==> src/rtl/gf180mcu_fd_sc_mcu9t5v0__inv_pkg.sv <==
// Shared definitions for the registered, elastic inverter pipeline family:
// default geometry and the occupancy-counter width helper.
package gf180mcu_fd_sc_mcu9t5v0__inv_pkg;

    localparam int DEF_WIDTH = 8;
    localparam int DEF_DEPTH = 2;

    // Bits needed to count 0..depth valid stages.
    function automatic int occ_width(input int depth);
        return $clog2(depth + 1);
    endfunction

endpackage

==> src/rtl/gf180mcu_fd_sc_mcu9t5v0__inv_pipe_stage.sv <==
// One valid/data register pair of the elastic inverter pipeline, with the
// combinational ready pass-back to the upstream stage.
module gf180mcu_fd_sc_mcu9t5v0__inv_pipe_stage
    import gf180mcu_fd_sc_mcu9t5v0__inv_pkg::*;
#(
    parameter int               WIDTH   = DEF_WIDTH,
    parameter logic [WIDTH-1:0] RST_VAL = '0
) (
    input  logic             clk,
    input  logic             rst_n,
    input  logic             up_valid,
    input  logic [WIDTH-1:0] up_data,
    input  logic             down_ready,
    output logic             ready,
    output logic             valid,
    output logic [WIDTH-1:0] data
);

    logic load;

    // A stage can take a new word when it is empty or its word leaves now.
    assign ready = !valid || down_ready;
    assign load  = up_valid && ready;

    always_ff @(posedge clk or negedge rst_n) begin
        if (!rst_n) begin
            valid <= 1'b0;
            data  <= RST_VAL;
        end else begin
            if (load) begin
                valid <= 1'b1;
            end else if (down_ready) begin
                valid <= 1'b0;
            end
            // Data only moves with a valid word, so an idle X on the input never lands here.
            if (load) begin
                data <= up_data;
            end
        end
    end

endmodule

==> src/rtl/gf180mcu_fd_sc_mcu9t5v0__inv_pipe.sv <==
// Registered, elastic per-bit inverter: ZN = I ^ POL carried through DEPTH
// valid/ready stages. Define GF180MCU_FD_SC_MCU9T5V0__INV_PIPE_OCC_EN to add the OCC count output.
module gf180mcu_fd_sc_mcu9t5v0__inv_pipe
    import gf180mcu_fd_sc_mcu9t5v0__inv_pkg::*;
#(
    parameter int WIDTH   = DEF_WIDTH,
    parameter int DEPTH   = DEF_DEPTH,
    parameter int RST_VAL = 0
) (
    input  logic             CLK,
    input  logic             RN,
    input  logic [WIDTH-1:0] I,
    input  logic [WIDTH-1:0] POL,
    input  logic             IVALID,
    output logic             IREADY,
    output logic [WIDTH-1:0] ZN,
    output logic             ZVALID,
    input  logic             ZREADY
`ifdef GF180MCU_FD_SC_MCU9T5V0__INV_PIPE_OCC_EN
    ,
    output logic [occ_width(DEPTH)-1:0] OCC
`endif
);

    localparam logic [WIDTH-1:0] RST_WORD = WIDTH'(RST_VAL);

    logic [WIDTH-1:0] pol_word;
    logic             up_vld [DEPTH];
    logic [WIDTH-1:0] up_dat [DEPTH];
    logic             vld    [DEPTH];
    logic [WIDTH-1:0] dat    [DEPTH];
    logic             rdy    [DEPTH+1];

    // Polarity is folded in before stage 0, so later POL changes cannot touch words in flight.
    assign pol_word   = I ^ POL;
    assign rdy[DEPTH] = ZREADY;

    for (genvar k = 0; k < DEPTH; k++) begin : g_stage
        if (k == 0) begin : g_head
            assign up_vld[k] = IVALID;
            assign up_dat[k] = pol_word;
        end else begin : g_body
            assign up_vld[k] = vld[k-1];
            assign up_dat[k] = dat[k-1];
        end

        gf180mcu_fd_sc_mcu9t5v0__inv_pipe_stage #(
            .WIDTH   (WIDTH),
            .RST_VAL (RST_WORD)
        ) u_stage (
            .clk        (CLK),
            .rst_n      (RN),
            .up_valid   (up_vld[k]),
            .up_data    (up_dat[k]),
            .down_ready (rdy[k+1]),
            .ready      (rdy[k]),
            .valid      (vld[k]),
            .data       (dat[k])
        );
    end

    assign IREADY = rdy[0];
    assign ZVALID = vld[DEPTH-1];
    assign ZN     = dat[DEPTH-1];

`ifdef GF180MCU_FD_SC_MCU9T5V0__INV_PIPE_OCC_EN
    localparam int OCC_W = occ_width(DEPTH);

    logic in_xfer;
    logic out_xfer;

    assign in_xfer  = IVALID && rdy[0];
    assign out_xfer = vld[DEPTH-1] && ZREADY;

    // Simultaneous in and out leaves occupancy unchanged; the handshake keeps it within DEPTH.
    always_ff @(posedge CLK or negedge RN) begin
        if (!RN) begin
            OCC <= '0;
        end else if (in_xfer && !out_xfer) begin
            OCC <= OCC + OCC_W'(1);
        end else if (!in_xfer && out_xfer) begin
            OCC <= OCC - OCC_W'(1);
        end
    end
`endif

endmodule

==> config.mk <==
export PLATFORM = sky130hd
export DESIGN_NAME = gf180mcu_fd_sc_mcu9t5v0__inv_pipe
export DESIGN_NICKNAME = d
export VERILOG_FILES = /design/src/rtl/gf180mcu_fd_sc_mcu9t5v0__inv_pkg.sv /design/src/rtl/gf180mcu_fd_sc_mcu9t5v0__inv_pipe_stage.sv /design/src/rtl/gf180mcu_fd_sc_mcu9t5v0__inv_pipe.sv
export SDC_FILE = /design/constraint.sdc
export NUM_CORES = 1
export LEC_CHECK = 0
export ABC_AREA = 1
export BUFFER_PORTS_ARGS = -buffer_cell sky130_fd_sc_hd__clkbuf_2
export CAP_MARGIN = 30
export CORE_ASPECT_RATIO = 0.6
export CORE_MARGIN = 10
export CORE_UTILIZATION = 37
export DETAILED_ROUTE_END_ITERATION = 10
export PLACE_DENSITY = 0.61
export REMOVE_ABC_BUFFERS = 1
export SLEW_MARGIN = 10
export SYNTH_ARGS = -nofsm -noshare
export SYNTH_HDL_FRONTEND = slang
export SYNTH_SLANG_ARGS = --single-unit
==> constraint.sdc <==
create_clock -name CLK -period 1.5 [get_ports CLK]
set_clock_uncertainty 0.15 [all_clocks]
set_input_delay 0.225 -clock CLK [delete_from_list [all_inputs] [get_ports CLK]]
set_output_delay 0.225 -clock CLK [all_outputs]
set_load 0.02 [all_outputs]
==> key figures, run 1 <==
Floorplanning
  – Die W: 84.9 um
  – Initial core utilization: 41.1%
  – Core Area: 0.00228 mm^2
  – DIE AREA: 0.00501 mm^2
  – Die H: 59.0 um
  – I/O pin count: 30
  – Cell Rows: 13

Global route
  – Antenna violations before repair: 0
  – First-pass GRT wire length: 3440 um
  – Vias in the first global route: 772
  – All-Layer GR Usage: 8.58%
  – Gr ovfl total: 0
  – Largest net degree at the start of global routing: 19

Critical path
  – Cells on worst reg2reg path: 4
  – Crit path DAT: 1.05 ns
  – Critical Path Fanout Max: 11
  – Endpoint class of the critical path: output port
  – Setup crit start kind: flop
  – Data required, critical path: 1.12 ns
  – Critical path class: flop to output port

Yosys
  – Post-synthesis instance total: 124
  – Main combinational cell family by area after synthesis: simple AND/OR/NAND/NOR gates
  – Seq cells post-synth: 18
  – Synth area leaders: dfrtp_1, nand2_1, nand3_1, inv_1, buf_4
  – Synthesized area per cell: 7.55 um^2
  – Post-synthesis cell type count: 9
  – Post-synthesis xor/xnor area fraction: 0%
  – Post-synthesis compound-gate area fraction: 0%
  – Post-synth EDFFs: 0
  – Main synth FF type: dfrtp_1
  – Post-synthesis adder-cell area fraction: 0%
  – Synth warn: 0
  – Sequential cell area fraction in the yosys report: 48.1%
  – Mux cell area share after synthesis: 0%
  – Async SR Flop Fraction: 100%
  – Simple-gate share of the synthesized area: 35.7%
  – Cell with the most instances after synthesis: nand2_1
  – Post-synth top cells: nand2_1, dfrtp_1, inv_1
  – Mapped Area: 936 um^2
  – Post-synth top area share: 48.1%
  – Area leader, netlist: dfrtp_1

STA
  – Final min period: 1.42 ns
  – Max Slew Vio Count: 0
  – Fmax: 0.702 GHz
  – Slew HR: 70.8%
  – Final period utilization: 94.9%
  – Worst-Margin Slew: 0.438 ns
  – Hold_ws: 0.146 ns
  – Number of setup violations in the final report: 0
  – Final setup TNS: 0 ns
  – RSZ-0062 raised after global routing: no
  – Hold Violations, Final: 0

Drt
  – Post-route ant nets: 0
  – DRC: 0
  – Wirelength per Cell: 11.5 um
  – 1st-pass router iterations: 4
  – Via count: 785
  – Vias/cell: 4.44
  – Post-Route WL: 2030 um
  – DRT iter0 DRCs: 18

Place
  – Placed standard-cell area: 0.00104 mm^2
  – Routability Congestion: 0.719
  – Dpl hpwl: 1690 um
  – Placed Cells incl. Taps: 173
  – Port bufs: 29

Power and ir drop
  – Maximum VDD drop: 0.518 mV
  – Pwr dens: 1260 mW/mm^2
  – Design Power: 1380 uW
  – Leakage: 0.000692 uW

Worst hold path
  – Min-Delay Path Class: primary input to flop
  – Hold path cells: 5

CTS
  – Clock latency at the later pin of the worst-skew pair: 0.25 ns
  – Clock Sinks: 18
  – Max clock buf depth: 2
  – Post-CTS Setup Repair Bufs: 0
  – CTS Buf Count: 3
  – Clk pin slew, worst setup/hold paths: 0.06 ns
  – H-tree depth: 1
  – CTS tree: built
  – Post-CTS Resized: 0
  – Clk root buf: clkbuf_8

Cells and area
  – Antenna fix cells: 0
  – Layout cells sized above 1: 25.2%
  – Final cell count without fillers: 177
  – Total Nets Final: 169
  – Area delta synth->final: 16.4%
  – Finished Cell Area: 0.00109 mm^2

Run
  – MaxCap Viol Count: 0

Status
  – Run status: completed
## area by class of cell
cell class | count | area (um^2)
sequential | 18 | 450
fill | 246 | 1190
clock buffer | 3 | 41.3
inverter | 17 | 63.8
multi-input combinational | 78 | 334
tap | 30 | 37.5
timing repair buffer | 31 | 163
## where the power goes
| part | total (uW) | internal, uW | switching, uW |
|---|---|---|---|
| clock | 325 | 178 | 147 |
| sequential | 657 | 591 | 65.8 |
| combinational | 394 | 136 | 258 |
| total | 1380 | 905 | 470 |
## path summary, 6_finish.rpt
path                                            start                    endpoint  slack [ns]
min in group asynchronous                          RN  g_stage[0].u_stage.data[3]        0.30
min                                            POL[2]  g_stage[0].u_stage.data[2]        0.15
max in group asynchronous                          RN  g_stage[0].u_stage.data[1]        0.60
max                          g_stage[1].u_stage.valid                      IREADY        0.08
min reg2reg                g_stage[1].u_stage.data[6]  g_stage[1].u_stage.data[6]        0.33
max reg2reg                  g_stage[1].u_stage.valid  g_stage[1].u_stage.data[1]        0.33
## per-layer routing
layer / routed length [um] / track usage, % / share of wire, %
met1: 971 / 10.3 / 48
met2: 880 / 13.4 / 43
met3: 171 / 4.81 / 8.4
met4: 8 / 1.40 / 0.39
met5: 0 / 0 / 0
## metrics by stage
step                      util, %  worst slack [ns]
after floorplan                 -             0.297
after global placement       45.6             0.364
after detailed placement     45.6             0.338
after CTS                    47.9            0.0690
after global routing         47.9            0.0197
final                        47.9            0.0760
## registers in the layout (all words and copies together) (netlist names)
name and flops:
g_stage.u_stage.valid 2, g_stage.u_stage.data 16
## placed cells by master, fill, tap and decap left out, drive strengths merged
master,instances
buf,1
clkbuf,32
dfrtp,18
dlygate4sd3,1
inv,17
nand2,61
nand3,17
## timing repair
item | in CTS | in global routing
setup endpoints to repair | 0 | 0
hold buffers | 1 | 0
endpoints found under the hold margin | 18 | 0
## logic make-up (layout without fill, tap and decap cells)
| group | after synthesis | after routing |
|---|---|---|
| buffers and inverters | 28 | 51 |
| flip-flops | 18 | 18 |
| AND/OR/NAND/NOR | 78 | 78 |
## worst max-delay path: stages, from the launching register on
cell	delay [ns]
dfrtp_1	0.43
nand3_4	0.17
clkbuf_2	0.20
Note: power is estimated with default switching activity, not from simulation.
==> run 2, diff against run 1 <==
--- a/config.mk
+++ b/config.mk
@@ -10,9 +10,9 @@
 export CAP_MARGIN = 30
 export CORE_ASPECT_RATIO = 0.6
 export CORE_MARGIN = 10
-export CORE_UTILIZATION = 37
+export CORE_UTILIZATION = 25
 export DETAILED_ROUTE_END_ITERATION = 10
-export PLACE_DENSITY = 0.61
+export PLACE_DENSITY = 0.45
 export REMOVE_ABC_BUFFERS = 1
 export SLEW_MARGIN = 10
 export SYNTH_ARGS = -nofsm -noshare
==> run 2 against run 1 <==
  * Die area rose by 33%
  * Final cell count rose by 11%
  * Flip-flop and latch count did not move
  * Maximum frequency fell by 0.18%
  * Global-route usage fell by 1.9 points
  * Combinational power rose by 2%
  * Critical path type unchanged
==> key figures, run 2 (synthesized netlist as in run 1, its figures left out) <==
Place
  – Routability Congestion: 0.731 (was 0.719)
  – Dpl hpwl: 1720 um (was 1690 um)
  – Port bufs: 29 (unchanged)

STA
  – Worst-Margin Slew: 0.452 ns (was 0.438 ns)
  – Hold Violations, Final: 0 (unchanged)
  – Slew HR: 69.9% (was 70.8%)
  – Number of setup violations in the final report: 0 (unchanged)
  – Final period utilization: 95.1% (was 94.9%)
  – Max Slew Vio Count: 0 (unchanged)
  – Final setup TNS: 0 ns (unchanged)
  – RSZ-0062 raised after global routing: no (unchanged)
  – Final min period: 1.43 ns (was 1.42 ns)
  – Hold_ws: 0.138 ns (was 0.146 ns)
  – Fmax: 0.701 GHz (was 0.702 GHz)

Drt
  – Via count: 797 (was 785)
  – Post-Route WL: 2050 um (was 2030 um)
  – Vias/cell: 4.07 (was 4.44)
  – DRT iter0 DRCs: 15 (was 18)
  – DRC: 0 (unchanged)
  – 1st-pass router iterations: 4 (unchanged)
  – Post-route ant nets: 0 (unchanged)
  – Wirelength per Cell: 10.5 um (was 11.5 um)

CTS
  – Clock latency at the later pin of the worst-skew pair: 0.25 ns (about the same)
  – CTS tree: built (unchanged)
  – Max clock buf depth: 2 (unchanged)
  – Clk pin slew, worst setup/hold paths: 0.07 ns (was 0.06 ns)
  – CTS Buf Count: 3 (unchanged)
  – Clock Sinks: 18 (unchanged)
  – Post-CTS Resized: 0 (unchanged)
  – H-tree depth: 1 (unchanged)
  – Clk root buf: clkbuf_8 (unchanged)

Floorplanning
  – Core Area: 0.00364 mm^2 (was 0.00228 mm^2)
  – Cell Rows: 17 (was 13)
  – I/O pin count: 30 (unchanged)
  – Initial core utilization: 25.7% (was 41.1%)
  – Die W: 99.0 um (was 84.9 um)
  – DIE AREA: 0.00667 mm^2 (was 0.00501 mm^2)
  – Die H: 67.4 um (was 59.0 um)

Critical path
  – Crit path DAT: 1.05 ns (about the same)
  – Endpoint class of the critical path: output port (unchanged)
  – Data required, critical path: 1.12 ns (about the same)
  – Setup crit start kind: flop (unchanged)
  – Critical Path Fanout Max: 11 (unchanged)
  – Critical path class: flop to output port (unchanged)

Cells and area
  – Registers with the most flip-flops: g_stage.u_stage.data x16, g_stage.u_stage.valid x2 (unchanged)
  – Reg with most FFs: g_stage.u_stage.data (unchanged)
  – Commonest cells after routing, fill and taps aside: nand2_1, clkbuf_2, dfrtp_1 (unchanged)
  – Total Nets Final: 170 (was 169)
  – # fillers: 412 (was 246)
  – Max reg flops: 16 (unchanged)
  – Antenna fix cells: 0 (unchanged)
  – Area delta synth->final: 21.0% (was 16.4%)
  – Most common cell after layout, fill and taps aside: nand2_1 (unchanged)
  – Layout cells sized above 1: 26.2% (was 25.2%)

Status
  – Run status: completed (unchanged)

Worst hold path
  – Min-Delay Path Class: primary input to flop (unchanged)

Global route
  – Largest net degree at the start of global routing: 19 (unchanged)
  – Antenna violations before repair: 0 (unchanged)
  – Vias in the first global route: 826 (was 772)
  – First-pass GRT wire length: 3680 um (was 3440 um)
  – All-Layer GR Usage: 6.68% (was 8.58%)
  – Gr ovfl total: 0 (unchanged)

Power and ir drop
  – Pwr dens: 1280 mW/mm^2 (was 1260 mW/mm^2)
  – Maximum VDD drop: 0.395 mV (was 0.518 mV)
  – Leakage: 0.000704 uW (was 0.000692 uW)

Run
  – MaxCap Viol Count: 0 (unchanged)
## run 2: metrics by stage
stage / instance area (um^2) / setup WS (ns) / total power [uW] / util [%] / cells
global route: 1130 / 0.00439 / 1560 / 31.1 / 196
CTS: 1120 / 0.0373 / 1470 / 30.9 / 195
global placement: 1060 / 0.351 / 1060 / 29.1 / 190
detailed placement: 1060 / 0.311 / 1070 / 29.1 / 190
finish: 1130 / 0.0734 / 1450 / 31.1 / 196
floorplan: 848 / 0.297 / 894 / - / 113
## run 2: power by group
group | switching (uW) | leakage [uW] | total, uW | internal, uW
clock network | 158 | 0.0000288 | 391 | 233
registers | 65.2 | 0.000224 | 656 | 591
logic | 258 | 0.000451 | 400 | 142
## run 2: final timing paths
kind	start	slack, ns	depth (start not counted)	end
min in group asynchronous	RN	0.30	2	g_stage[0].u_stage.data[4]
hold reg to reg	g_stage[1].u_stage.data[3]	0.33	2	g_stage[1].u_stage.data[3]
setup / recovery	g_stage[1].u_stage.valid	0.07	2	IREADY
max in group asynchronous	RN	0.59	2	g_stage[1].u_stage.data[7]
setup reg to reg	g_stage[1].u_stage.valid	0.20	5	g_stage[1].u_stage.data[7]
hold / removal	I[0]	0.14	5	g_stage[0].u_stage.data[0]
## run 2: final cells by class
class	count	area [um^2]	area share, %
clock buffers	4	55.1	4.86
inverters	17	63.8	5.64
flip-flops and latches	18	450	39.8
multi-input cells	78	334	29.5
well taps	47	58.8	5.19
repair buffers	32	170	15.0
## run 2: per-layer routing
layer	share of wire (%)	global-route usage, %	vias up
li1	-	-	415
met1	48	8.04	360
met2	42	10.3	22
met3	9.5	4.28	0
met4	0	0.534	0
met5	0	0	-
## run 2: worst max-delay path, stage by stage (launching register included)
cell	delay [ns]
dfrtp_1	0.42
nand3_4	0.17
clkbuf_2	0.20
## run 2: what timing repair did
item	4_1_cts	5_1_grt
endpoints found under the hold margin	18	0
setup endpoints to repair	0	1
buffers inserted	0	1
hold buffers	1	0
==> run 3, diff against run 2 <==
--- a/config.mk
+++ b/config.mk
@@ -13,6 +13,7 @@
 export CORE_UTILIZATION = 25
 export DETAILED_ROUTE_END_ITERATION = 10
 export PLACE_DENSITY = 0.45
+export RECOVER_POWER = 25
 export REMOVE_ABC_BUFFERS = 1
 export SLEW_MARGIN = 10
 export SYNTH_ARGS = -nofsm -noshare
==> constraint.sdc (replaced) <==
create_clock -name CLK -period 1.66 [get_ports CLK]
set_clock_uncertainty 0.15 [all_clocks]
set_input_delay 0.249 -clock CLK [delete_from_list [all_inputs] [get_ports CLK]]
set_output_delay 0.249 -clock CLK [all_outputs]
set_load 0.02 [all_outputs]
==> run 3 against run 2 <==
  * Critical path depth is the same
  * Setup slack gained 0.15 ns
  * Combinational power shrank 11%
  * Hold slack gained 0.023 ns
  * Non-clock buffer count shrank 1
  * Critical path type unchanged
  * Largest cell class unchanged
  * Highest routed layer is now met4
==> key figures, run 3 (synthesized netlist as in run 1, its figures left out) <==
Drt
  – DRT iter0 DRCs: 20 (was 15)
  – Top Layer Used: met4 (was met3)
  – Wire length on met1: 973 um (was 993 um)
  – Post-Route WL: 2080 um (was 2050 um)
  – Via count: 793 (was 797)
  – Met3 Wirelength: 186 um (was 194 um)
  – DRC: 0 (unchanged)
  – Vias/cell: 4.07 (about the same)
  – WL met2: 902 um (was 861 um)
  – Post-route ant nets: 0 (unchanged)
  – Wirelength per Cell: 10.6 um (was 10.5 um)
  – 1st-pass router iterations: 3 (was 4)

Global route
  – Gr ovfl total: 0 (unchanged)
  – Antenna violations before repair: 0 (unchanged)
  – First-pass GRT wire length: 3530 um (was 3680 um)
  – Vias in the first global route: 804 (was 826)
  – Largest net degree at the start of global routing: 19 (unchanged)
  – All-Layer GR Usage: 6.55% (was 6.68%)

Cells and area
  – Reg with most FFs: g_stage.u_stage.data (unchanged)
  – Antenna fix cells: 0 (unchanged)
  – Most common cell after layout, fill and taps aside: nand2_1 (unchanged)
  – Area delta synth->final: 20.2% (was 21.0%)
  – Layout cells sized above 1: 25.7% (was 26.2%)
  – Registers with the most flip-flops: g_stage.u_stage.data x16, g_stage.u_stage.valid x2 (unchanged)
  – Final Util: 30.9% (was 31.1%)
  – Total Nets Final: 169 (was 170)
  – Final cell count without fillers: 195 (was 196)
  – Commonest cells after routing, fill and taps aside: nand2_1, clkbuf_2, dfrtp_1 (unchanged)
  – Max reg flops: 16 (unchanged)

STA
  – Hold Violations, Final: 0 (unchanged)
  – Max Slew Vio Count: 0 (unchanged)
  – Number of setup violations in the final report: 0 (unchanged)
  – Worst-Margin Slew: 0.453 ns (was 0.452 ns)
  – Final setup TNS: 0 ns (unchanged)
  – Fmax: 0.695 GHz
  – Final min period: 1.44 ns
  – Slew HR: 69.8% (was 69.9%)
  – Final period utilization: 86.7%
  – RSZ-0062 raised after global routing: no (unchanged)

Floorplanning
  – Initial core utilization: 25.7% (unchanged)
  – Die H: 67.4 um (unchanged)
  – I/O pin count: 30 (unchanged)
  – Die W: 99.0 um (unchanged)
  – DIE AREA: 0.00667 mm^2 (unchanged)
  – Core Area: 0.00364 mm^2 (unchanged)
  – Cell Rows: 17 (unchanged)

Worst hold path
  – Hold Path Origin: I[2] (was I[0])
  – Hold EP: g_stage[0].u_stage.data[2] (was g_stage[0].u_stage.data[0])
  – Hold path cells: 5 (unchanged)
  – Min-Delay Path Class: primary input to flop (unchanged)

Critical path
  – R2r endpoint: g_stage[1].u_stage.data[7] (unchanged)
  – Data required, critical path: 1.26 ns (was 1.12 ns)
  – Critical path class: flop to output port (unchanged)
  – Crit path DAT: 1.04 ns (was 1.05 ns)
  – Worst R2R Setup Slack: 0.46 ns (was 0.20 ns)
  – R2r startpoint: g_stage[1].u_stage.valid (unchanged)
  – Endpoint class of the critical path: output port (unchanged)
  – Setup crit start kind: flop (unchanged)
  – Critical Path Fanout Max: 11 (unchanged)
  – Cells on worst reg2reg path: 4 (was 5)

Place
  – Port bufs: 29 (unchanged)
  – Dpl hpwl: 1750 um (was 1720 um)
  – Placed Cells incl. Taps: 190 (unchanged)
  – Routability Congestion: 0.763 (was 0.731)

Power and ir drop
  – Leakage: 0.000699 uW (was 0.000704 uW)
  – Comb power frac: 27.4% (was 27.6%)
  – Internal power: 868 uW (was 966 uW)
  – Reg power frac: 45.2% (was 45.3%)
  – Maximum VDD drop: 0.465 mV (was 0.395 mV)
  – Sw frac: 33.6% (was 33.2%)
  – Clock power share: 27.4% (was 27.0%)
  – NetSw: 439 uW (was 481 uW)
  – Pwr dens: 1160 mW/mm^2 (was 1280 mW/mm^2)

Status
  – Run status: completed (unchanged)

CTS
  – H-tree depth: 1 (unchanged)
  – Clock latency at the later pin of the worst-skew pair: 0.25 ns (about the same)
  – CTS tree: built (unchanged)
  – CTS Buf Count: 3 (unchanged)
  – Clk root buf: clkbuf_8 (unchanged)
  – Max clock buf depth: 2 (unchanged)
  – Clock Sinks: 18 (unchanged)
  – Clk pin slew, worst setup/hold paths: 0.07 ns (about the same)

Run
  – MaxCap Viol Count: 0 (unchanged)
==> run 3: changes by cell type in the layout (fill, tap and decap cells not counted) <==
cell   change
buf_4      -1
==> run 3: metrics by stage <==
stage          power, uW  setup WS [ns]  area, um^2  hold WS, ns
2_1_floorplan        807          0.457         848       -0.197
3_3_place_gp         956          0.484        1060       0.0596
3_5_place_dp         965          0.462        1060       0.0732
4_1_cts             1330          0.197        1120        0.158
5_1_grt             1400          0.143        1120        0.195
6_report            1310          0.221        1120        0.160
==> run 3: final cells by class <==
type / count / area, um^2
clock buffer: 4 / 55.1
fill: 407 / 2510
inverter: 17 / 63.8
multi-input combinational: 78 / 334
sequential: 18 / 450
tap: 47 / 58.8
timing repair buffer: 31 / 163
==> run 3: worst max-delay path by stage <==
stage,slack [ns],depth (start not counted),endpoint,from
floorplan,0.46,3,g_stage[0].u_stage.valid,g_stage[1].u_stage.valid
global placement,0.48,4,IREADY,ZREADY
detailed placement,0.46,4,g_stage[1].u_stage.data[6],g_stage[1].u_stage.valid
CTS,0.20,2,IREADY,g_stage[1].u_stage.valid
global route,0.14,2,IREADY,g_stage[1].u_stage.valid
finish,0.22,2,IREADY,g_stage[1].u_stage.valid
==> run 3: critical path: stages, from the launching register on <==
cell and delay [ns]:
dfrtp_1 0.43, nand3_4 0.16, clkbuf_2 0.20
==> run 3: metal layers <==
metal | track usage, % | up-vias
li1 | - | 411
met1 | 7.52 | 359
met2 | 10.2 | 20
met3 | 4.07 | 3
met4 | 1.60 | 0
met5 | 0 | -
==> run 3: power groups by stage <==
| stage | combinational (uW) | sequential (uW) | clock [uW] |
|---|---|---|---|
| finish | 358 | 590 | 358 |
| global route | 413 | 599 | 393 |
| CTS | 370 | 591 | 373 |
| detailed placement | 367 | 599 | 0 |
| global placement | 362 | 595 | 0 |
| floorplan | 133 | 675 | 0 |
==> run 3: timing repair <==
action,4_1_cts,5_1_grt
setup buffers,0,0
hold buffers,1,0
endpoints found under the hold margin,18,0
resized for setup,0,0
